==> src/rtl/pci_pkg.sv <==
// Shared PCI initiator definitions: command codes, completion status and FSM states.
package pci_pkg;

    localparam logic [3:0] IO_RD  = 4'h2;
    localparam logic [3:0] IO_WR  = 4'h3;
    localparam logic [3:0] MEM_RD = 4'h6;
    localparam logic [3:0] MEM_WR = 4'h7;
    localparam logic [3:0] CFG_RD = 4'hA;
    localparam logic [3:0] CFG_WR = 4'hB;

    typedef enum logic [2:0] {
        RspOk          = 3'd0,
        RspMasterAbort = 3'd1,
        RspTargetAbort = 3'd2,
        RspRetry       = 3'd3,
        RspParity      = 3'd4
    } pci_status_e;

    typedef enum logic [2:0] {
        StIdle,
        StArb,
        StAddr,
        StData,
        StTurn,
        StResp
    } pci_state_e;

    function automatic logic is_cfg(input logic [3:0] code);
        return (code == CFG_RD) || (code == CFG_WR);
    endfunction

    // Bit 0 of every PCI command marks the write direction.
    function automatic logic is_write(input logic [3:0] code);
        return code[0];
    endfunction

endpackage

==> src/rtl/pci_parity_gen.sv <==
// Registered even-parity generator over AD[31:0] and C/BE#[3:0].
module pci_parity_gen (
    input  logic        clk,
    input  logic        rst,
    input  logic [31:0] ad_i,
    input  logic [3:0]  cbe_i,
    output logic        par_o
);

    always_ff @(posedge clk or negedge rst) begin
        if (!rst) begin
            par_o <= 1'b0;
        end else begin
            par_o <= ^{ad_i, cbe_i};
        end
    end

endmodule

==> src/rtl/pci_host_initiator.sv <==
// Single-data-phase PCI bus master: arbitration, address/data phases, termination handling
// and completion reporting on a valid/ready command port.
module pci_host_initiator
    import pci_pkg::*;
#(
    parameter int unsigned DEVSEL_TIMEOUT = 5,
    parameter int unsigned RETRY_MAX      = 16
) (
    input  logic        clk,
    input  logic        rst,
    input  logic        cmd_valid,
    output logic        cmd_ready,
    input  logic [3:0]  cmd_code,
    input  logic [31:0] cmd_addr,
    input  logic [31:0] cmd_wdata,
    input  logic [3:0]  cmd_be,
    output logic        rsp_valid,
    output logic [31:0] rsp_rdata,
    output logic [2:0]  rsp_status,
    input  logic [31:0] ad_in,
    output logic [31:0] ad_out,
    output logic        ad_en,
    output logic [3:0]  cbe_out,
    output logic        cbe_en,
    input  logic        par_in,
    output logic        par_out,
    output logic        par_en,
    input  logic        frame_in,
    output logic        frame_out,
    output logic        frame_en,
    input  logic        irdy_in,
    output logic        irdy_out,
    output logic        irdy_en,
    input  logic        trdy_in,
    input  logic        stop_in,
    input  logic        devsel_in,
    input  logic        gnt,
    output logic        req,
    output logic        idsel
);

    localparam int unsigned RetryW  = $clog2(RETRY_MAX + 1);
    localparam int unsigned DevselW = $clog2(DEVSEL_TIMEOUT + 1);

    pci_state_e          state_q, state_d;
    pci_status_e         status_q, status_d;
    logic [3:0]          code_q, be_q;
    logic [31:0]         addr_q, wdata_q, rdata_q, rdata_d;
    logic [RetryW-1:0]   retry_cnt_q, retry_cnt_d;
    logic [DevselW-1:0]  wait_cnt_q, wait_cnt_d;
    logic                devsel_seen_q, devsel_seen_d;
    logic                retry_q, retry_d;
    logic                chk_q, chk_d;
    logic                ready_q, par_en_q;
    logic                rd_par;
    logic                accept, xfer, retry_hit, tabort, mabort;

    assign accept    = cmd_valid && cmd_ready;
    assign xfer      = !trdy_in && !devsel_in;
    assign retry_hit = !stop_in && trdy_in && !devsel_in;
    assign tabort    = !stop_in && devsel_in && devsel_seen_q;
    assign mabort    = devsel_in && !devsel_seen_q && (wait_cnt_q == DevselW'(DEVSEL_TIMEOUT));

    always_ff @(posedge clk or negedge rst) begin
        if (!rst) begin
            state_q <= StIdle;
        end else begin
            state_q <= state_d;
        end
    end

    always_comb begin
        state_d = state_q;
        unique case (state_q)
            StIdle: if (accept) state_d = StArb;
            StArb:  if (!gnt && frame_in && irdy_in) state_d = StAddr;
            StAddr: state_d = StData;
            StData: if (xfer || retry_hit || tabort || mabort) state_d = StTurn;
            StTurn: state_d = (retry_q && (retry_cnt_q < RetryW'(RETRY_MAX))) ? StArb : StResp;
            StResp: state_d = StIdle;
            default: state_d = StIdle;
        endcase
    end

    always_comb begin
        cmd_ready = 1'b0;
        rsp_valid = 1'b0;
        req       = 1'b1;
        idsel     = 1'b0;
        ad_out    = '0;
        ad_en     = 1'b0;
        cbe_out   = 4'hF;
        cbe_en    = 1'b0;
        frame_out = 1'b1;
        frame_en  = 1'b0;
        irdy_out  = 1'b1;
        irdy_en   = 1'b0;
        unique case (state_q)
            StIdle: cmd_ready = ready_q;
            StArb:  req = 1'b0;
            StAddr: begin
                frame_out = 1'b0;
                frame_en  = 1'b1;
                ad_out    = addr_q;
                ad_en     = 1'b1;
                cbe_out   = code_q;
                cbe_en    = 1'b1;
                idsel     = is_cfg(code_q);
            end
            StData: begin
                frame_en = 1'b1;
                irdy_out = 1'b0;
                irdy_en  = 1'b1;
                cbe_out  = be_q;
                cbe_en   = 1'b1;
                if (is_write(code_q)) begin
                    ad_out = wdata_q;
                    ad_en  = 1'b1;
                end
            end
            StTurn: begin
                frame_en = 1'b1;
                irdy_en  = 1'b1;
            end
            StResp: rsp_valid = 1'b1;
            default: ;
        endcase
    end

    always_comb begin
        rdata_d       = rdata_q;
        status_d      = status_q;
        retry_cnt_d   = retry_cnt_q;
        wait_cnt_d    = wait_cnt_q;
        devsel_seen_d = devsel_seen_q;
        retry_d       = retry_q;
        chk_d         = 1'b0;
        unique case (state_q)
            StIdle: if (accept) begin
                rdata_d     = '0;
                status_d    = RspOk;
                retry_cnt_d = '0;
            end
            StAddr: begin
                wait_cnt_d    = '0;
                devsel_seen_d = 1'b0;
                retry_d       = 1'b0;
            end
            StData: begin
                if (!devsel_in) begin
                    devsel_seen_d = 1'b1;
                end else if (!devsel_seen_q && !mabort) begin
                    wait_cnt_d = wait_cnt_q + 1'b1;
                end
                if (xfer) begin
                    status_d = RspOk;
                    if (!is_write(code_q)) begin
                        rdata_d = ad_in;
                        chk_d   = 1'b1;
                    end
                end else if (retry_hit) begin
                    status_d = RspRetry;
                    retry_d  = 1'b1;
                    if (retry_cnt_q != RetryW'(RETRY_MAX)) retry_cnt_d = retry_cnt_q + 1'b1;
                end else if (tabort) begin
                    status_d = RspTargetAbort;
                end else if (mabort) begin
                    status_d = RspMasterAbort;
                    rdata_d  = '1;
                end
            end
            // Target drives PAR one clock after the read transfer.
            StTurn: if (chk_q && (par_in != rd_par)) status_d = RspParity;
            default: ;
        endcase
    end

    always_ff @(posedge clk or negedge rst) begin
        if (!rst) begin
            status_q      <= RspOk;
            rdata_q       <= '0;
            retry_cnt_q   <= '0;
            wait_cnt_q    <= '0;
            devsel_seen_q <= 1'b0;
            retry_q       <= 1'b0;
            chk_q         <= 1'b0;
            ready_q       <= 1'b0;
            par_en_q      <= 1'b0;
            code_q        <= '0;
            addr_q        <= '0;
            wdata_q       <= '0;
            be_q          <= '0;
        end else begin
            status_q      <= status_d;
            rdata_q       <= rdata_d;
            retry_cnt_q   <= retry_cnt_d;
            wait_cnt_q    <= wait_cnt_d;
            devsel_seen_q <= devsel_seen_d;
            retry_q       <= retry_d;
            chk_q         <= chk_d;
            ready_q       <= 1'b1;
            par_en_q      <= ad_en;
            if (accept) begin
                code_q  <= cmd_code;
                addr_q  <= cmd_addr;
                wdata_q <= cmd_wdata;
                be_q    <= cmd_be;
            end
        end
    end

    assign par_en     = par_en_q;
    assign rsp_rdata  = rdata_q;
    assign rsp_status = status_q;

    pci_parity_gen u_par_out (
        .clk   (clk),
        .rst   (rst),
        .ad_i  (ad_out),
        .cbe_i (cbe_out),
        .par_o (par_out)
    );

    pci_parity_gen u_par_chk (
        .clk   (clk),
        .rst   (rst),
        .ad_i  (ad_in),
        .cbe_i (cbe_out),
        .par_o (rd_par)
    );

endmodule

==> config.mk <==
export PLATFORM = sky130hd
export DESIGN_NAME = pci_host_initiator
export DESIGN_NICKNAME = d
export VERILOG_FILES = /design/src/rtl/pci_pkg.sv /design/src/rtl/pci_parity_gen.sv /design/src/rtl/pci_host_initiator.sv
export SDC_FILE = /design/constraint.sdc
export NUM_CORES = 1
export LEC_CHECK = 0
export ABC_AREA = 1
export ABC_CLOCK_PERIOD_IN_PS = 2600
export CAP_MARGIN = 20
export CELL_PAD_IN_SITES_DETAIL_PLACEMENT = 1
export CELL_PAD_IN_SITES_GLOBAL_PLACEMENT = 1
export CORE_ASPECT_RATIO = 1.25
export CORE_MARGIN = 2
export CORE_UTILIZATION = 34
export DETAILED_ROUTE_END_ITERATION = 8
export PLACE_DENSITY_LB_ADDON = 0.1
export SLEW_MARGIN = 40
export SYNTH_ARGS = -nofsm -noshare
export SYNTH_HDL_FRONTEND = slang
export SYNTH_SLANG_ARGS = --single-unit
==> constraint.sdc <==
create_clock -name clk -period 2.6 [get_ports clk]
set_input_delay 0.52 -clock clk [delete_from_list [all_inputs] [get_ports clk]]
set_output_delay 0.52 -clock clk [all_outputs]
set_load 0.01 [all_outputs]
# Word level (Yosys, flattened, before mapping)
# Index checks and enable logic that the tools add are counted.
[totals]
reg_bits = 125
latch_bits = 0
ram_bits = 0
mem_bits_ro = 0
in_bits = 114
output_inout_bits = 83
word_cells = 132
mem_count = 0
[op_classes]
addsub = 2
n_mul = 0
div_mod_pow = 0
n_lt_le_gt_ge = 1
eq_ne = 25
shift = 0
mux = 49
bitwise_logic = 0
reduce_logical = 39
[op_table]
columns = ["op", "n"]
rows = [
  ["$mux W32", 7],
  ["$pmux W32 S2", 2],
  ["$reduce_xor A36 Y1", 2],
  ["$mux W3", 12],
  ["$mux W5", 4],
  ["$ne A2 B2 Y1 const B", 10],
  ["$mux W1", 16],
  ["$pmux W3 S5", 1],
  ["$logic_and A1 B1 Y1", 13],
  ["$ne A3 B3 Y1 const B", 4],
  ["$ne A5 B5 Y1 const B", 2],
  ["$pmux W5 S2", 1],
  ["$eq A3 B3 Y1 const B", 3],
  ["$pmux W3 S3", 1],
  ["$reduce_and A3 Y1", 3],
  ["$eq A4 B4 Y1 const B", 2],
  ["$pmux W4 S2", 1],
  ["$eq A3 B2 Y1 const B", 2],
  ["$logic_not A1 Y1", 6],
  ["$pmux W1 S2", 3],
  ["$pmux W3 S2", 1],
  ["$reduce_and A6 Y1", 1],
  ["$add A5 B1 Y5 const B", 1],
  ["$lt A5 B5 Y1 const B", 1],
  ["12 further kinds", 17],
]

# Longest topological paths before layout
[depth]
depth_word = 8
depth_mapped = 18
ltp_nobuf = 16

# By module
# From an unflattened synthesis, not the netlist that was laid out.
[unflattened]
cells_unflattened = 1040
hier_area_um2 = 7547.2
[modules_own_cells]
columns = ["module", "instances", "cells_each", "area_per_inst_um2", "seq_area_each_um2"]
rows = [
  ["pci_host_initiator", 1, 698, 5968.2, 3078.0],
  ["pci_parity_gen", 2, 171, 789.5, 25.0],
]

# Least setup slack after synthesis
# OpenSTA, ideal clock, no wires.
[synth_path]
path_type = "register -> register"
from = "register state_q[2]"
to = "register u_par_out.par_o"
setup_time_ns = 0.117
t_arrival_ns = 1.772
required_ns = 2.483
slack_ns = 0.710
path_stages_with_launch = 15
path_buffers = 0
period_less_slack_ns = 1.890
path_cell_list = "dfrtp_1 nor2_4 nand2_2 nand2_2 nand3_1 nand2_1 nand2_1 nand2_1 nand2_1 nand2_1 nand2_1 nand2_1 nand2_1 nand3_1 nand2_1"
[synth_via]
elab_chain_len = 3
word_cells_on_any_way = 5
cone_classes = "2 x eq/ne; 2 x mux; 1 x reduce/logical"
[synth_rtl]
columns = ["item", "line", "rtl"]
rows = [
  ["start, declared", "pci_host_initiator.sv:45", "pci_state_e state_q, state_d;"],
  ["start signal, assigned", "pci_host_initiator.sv:66", "state_q <= StIdle;"],
  ["start signal, assigned", "pci_host_initiator.sv:68", "state_q <= state_d;"],
  ["$eq A3 B2 Y1", "pci_host_initiator.sv:98", "unique case (state_q)"],
  ["$pmux W4 S2 (*)", "pci_host_initiator.sv:98", ""],
  ["named net cbe_out[3]", "pci_host_initiator.sv:23", "output logic [3:0] cbe_out,"],
  ["$reduce_xor A36 Y1 (*)", "pci_parity_gen.sv:14", "par_o <= ^{ad_i, cbe_i};"],
  ["end signal, assigned", "pci_parity_gen.sv:14", ""],
  ["end, declared", "pci_parity_gen.sv:7", "output logic par_o"],
]
# Mark *: on every way through the listed nets, which the timed path passes. The rest lies on a longest branch.
# A chain may end at the register's enable or synchronous reset.

# Worst setup path after layout
[layout_path]
from = "register state_q[0]"
to = "output port irdy_en"
[layout_via]
elab_chain_len = 3
word_cells_on_any_way = 4
cone_classes = "2 x eq/ne; 1 x mux; 1 x reduce/logical"
[layout_rtl]
columns = ["item", "line", "rtl"]
rows = [
  ["$eq A3 B3 Y1 or $eq A3 B2 Y1 (tied branches)", "pci_host_initiator.sv:98", ""],
  ["$reduce_or A2 Y1 (no line) (*)", "n/a", ""],
  ["$mux W1 (*)", "pci_host_initiator.sv:98", ""],
  ["end, declared", "pci_host_initiator.sv:33", "output logic irdy_en,"],
]
# Mark *: on every way between the ends. The rest lies on a longest branch, timed or not.

==> impl_results.md <==
* Clk_skew at between 0.009 and 0.01 ns
* IO buf count at 196
* Die width at ~130 um
* Die area at between 20000 and 25000 um2
* Footprint of the multi-input gates at 3433 um2
* Fin crit share at 0.9943
* RSZ-0062 raised after global routing: yes
* Mean Syn Cell Area at between 6 and 7 um2
* Vias in the first global route at 7530
* Gpl congestion at ~0.78
* Asr flop ratio synth at 1.000
* Post-synthesis sequential area ratio at 0.4422
* FF+latch count, synth at 125
* Largest net degree at the start of global routing at 65
* Setup crit start kind: register
* Fmax at ~0.39 GHz
* Seq. cell area at 3132 um2
* Global route overflow at 0
* Fin area at 10120 um2
* Worst slew pin tran at roughly 0.54 ns
* GRT Total Usage at 0.2201
* # hold bufs at CTS at 0
* Finished Core Util at 0.4915
* Initial antenna violation count at 0
* Initial DRC count at roughly 230
* Vias at 7154
* Number of fill cells at around 2600
* Synthesized area at slightly above 7000 um2
* Top Family by Delay on Critical Path: buffers and inverters
* TritonCTS Sinks at 125
* Post-synth EDFFs at 0
* Die height at 165.3 um
* VDD IR max at between 400 and 500 uV
* Worst-path clk slew at 0.06 ns
* Total Routed Length at 23690 um
* Starting Density at 0.3434
* Syn. warnings at 0
* Synth Instances at 1016
* CTS buffer count at 17
* Worst slew margin at 0.6368
* Static Leakage at 0.005433 uW
* Post-place instance area at approximately 9400 um2
* Crit path capture type: primary output
* Area Overhead vs Synth at 43.13%
* Largest cells by area after synthesis: dfrtp_1, nand2_1, o21ai_0, inv_1, nand3_1
* Count leader, synth: nand2_1
* Worst-skew pair later-pin latency at about 0.42 ns
* Post-route insts no fill at 1501
* Worst Path Buf+Inv at 3
* Post-DRT Antenna Nets at 0
* Main synth FF type: dfrtp_1
* Cell Rows at 59
* WL/cell at 15.79 um
* Power Dens Cells at between 1000 and 1500 nW/um2
* Max FO, Critical Path at 5
* Crit path max-delay cell type: clkdlybuf4s50_1
* Crit path cell chain: nor2_1, inv_1, nor2_1, inv_1, nand2_1, clkdlybuf4s50_1
* Fraction of layout cells with a size suffix above 1 at 0.07586
* Syn nets at roughly 1100
* Worst path arrival time at 2.07 ns
* Worst Setup Path Type: reg -> out
* HP Class: in -> async
* Top post-synthesis cells by count: nand2_1, dfrtp_1, inv_1
* # DRC at 0
* Final Hold Viols at 0
* Core Region at 20600 um2
* Root buffer cell: clkbuf_16
* Max cap viols at 0
* First-pass GRT wire length at 38050 um
* Clock tree buffer depth at 2
* Fin crit period at 2.585 ns
* CTS tree: done
* Outcome: complete, no violations
* Yosys top cell area share at 0.4422
* Crit path largest cell delay at 0.53 ns
* Io pins at 197
* Count of cell types in the netlist at 32
* Area leader, netlist: dfrtp_1
* Final Net Count at 1331
* # placed instances at 1463
* Final setup viols at 0
* DP HPWL at 17370 um
* Worst endpoint required time at approximately 2.1 ns
* Fin. max-slew vios at 0
* H-tree depth at 4
* Number of detailed-routing iterations run before antenna repair at 5
* Via density at 4.766
[area by class of cell]
cell class                      count  area share
Inverter                           90     0.03386
Multi-Input combinational cell    758      0.3391
Antenna cell                        1   0.0002472
Tap cell                          274     0.03386
Clock buffer                       17     0.04202
Clock inverter                     15     0.01854
Timing Repair Buffer              221      0.2230
Sequential cell                   125      0.3094
[through the flow]
stage | power, uW | TNS, ns | hold slack, ns | worst slack [ns]
floorplan | 6472 | 0 | 0.2244 | 0.7105
global placement | 8536 | 0 | 0.4626 | 0.3292
detailed placement | 8696 | 0 | 0.4656 | 0.2587
CTS | 11280 | -0.004591 | 0.03875 | -0.004591
global route | 12160 | -0.2656 | 0.04916 | -0.1059
finish | 11230 | 0 | 0.02340 | 0.01494
[worst register-to-register path, cell delays in order (launching register included)]
cell,delay [ns]
dfrtp_2,0.46
nor2_1,0.24
nand2_1,0.20
nor2_2,0.16
nand2_2,0.12
inv_2,0.38
nor2_1,0.13
nor2_1,0.17
o21ai_0,0.11
a21oi_1,0.17
[cell families after synthesis]
logic type      after synthesis  synth area share
flops                       125            0.4422
xor+xnor                     37           0.04582
simple gates                621            0.3518
other cells                   1         0.0005302
compound gates               95           0.07571
fa+ha+maj                     4          0.007076
buf+inv                     133           0.07677
[final timing paths]
path                          startpoint              to  slack, ns  cells past startpoint
hold / removal                       rst      addr_q[19]       0.02                      1
setup reg to reg              state_q[0]  retry_cnt_q[3]       0.38                      9
max in group asynchronous            rst      wdata_q[9]       1.91                      2
hold reg to reg            rsp_status[1]   rsp_status[1]       0.48                      2
min in group clk           rsp_status[1]   rsp_status[1]       0.48                      2
setup / recovery              state_q[0]         irdy_en       0.01                      6
[report_power, final]
group          switching, uW  leakage, uW  internal, uW
clock                    986     0.000285          1530
combinational           3380      0.00354          2180
sequential               446      0.00160          2710
total                   4820      0.00543          6410
[state kept, by name, indices dropped and copies added (netlist names)]
signal           flops
u_par_chk.par_o      1
addr_q              32
be_q                 4
par_en               1
wait_cnt_q           3
wdata_q             32
retry_q              1
retry_cnt_q          5
state_q              3
devsel_seen_q        1
rsp_status           3
code_q               4
rsp_rdata           32
u_par_out.par_o      1
ready_q              1
chk_q                1
[placed cells by master, fill, tap and decap left out, types with 2 or more instances in the layout]
master,count
nand2_4,3
bufinv_16,3
nor3_1,6
o22ai_1,3
nand2_2,13
o21ai_1,6
clkdlybuf4s50_1,157
inv_1,84
nand4_1,3
xor2_1,10
nor2_1,29
buf_12,7
buf_4,17
a21oi_1,6
nand3_1,58
inv_2,5
ha_1,4
o22ai_4,2
dlymetal6s2s_1,13
inv_6,5
nor2_2,2
dlygate4sd2_1,25
nor2_4,2
o21ai_0,74
clkbuf_16,18
clkinvlp_4,5
dfrtp_2,3
dfrtp_1,122
xnor2_1,27
nand2_1,502
[repair_timing]
item,4_1_cts,5_1_grt
endpoints found under the setup margin,42,16
cloned,0,1
gates resized for setup,41,14
pin swaps,0,1
buffers inserted,3,1
[routing by layer]
metal,global-route usage,up-vias,share of wire
met2,0.3976,153,0.51
met5,0,-,0
li1,-,3522,-
met4,0.06158,0,0.012
met3,0.05830,20,0.053
met1,0.2579,3459,0.42
(Power assumes the default switching activity.)
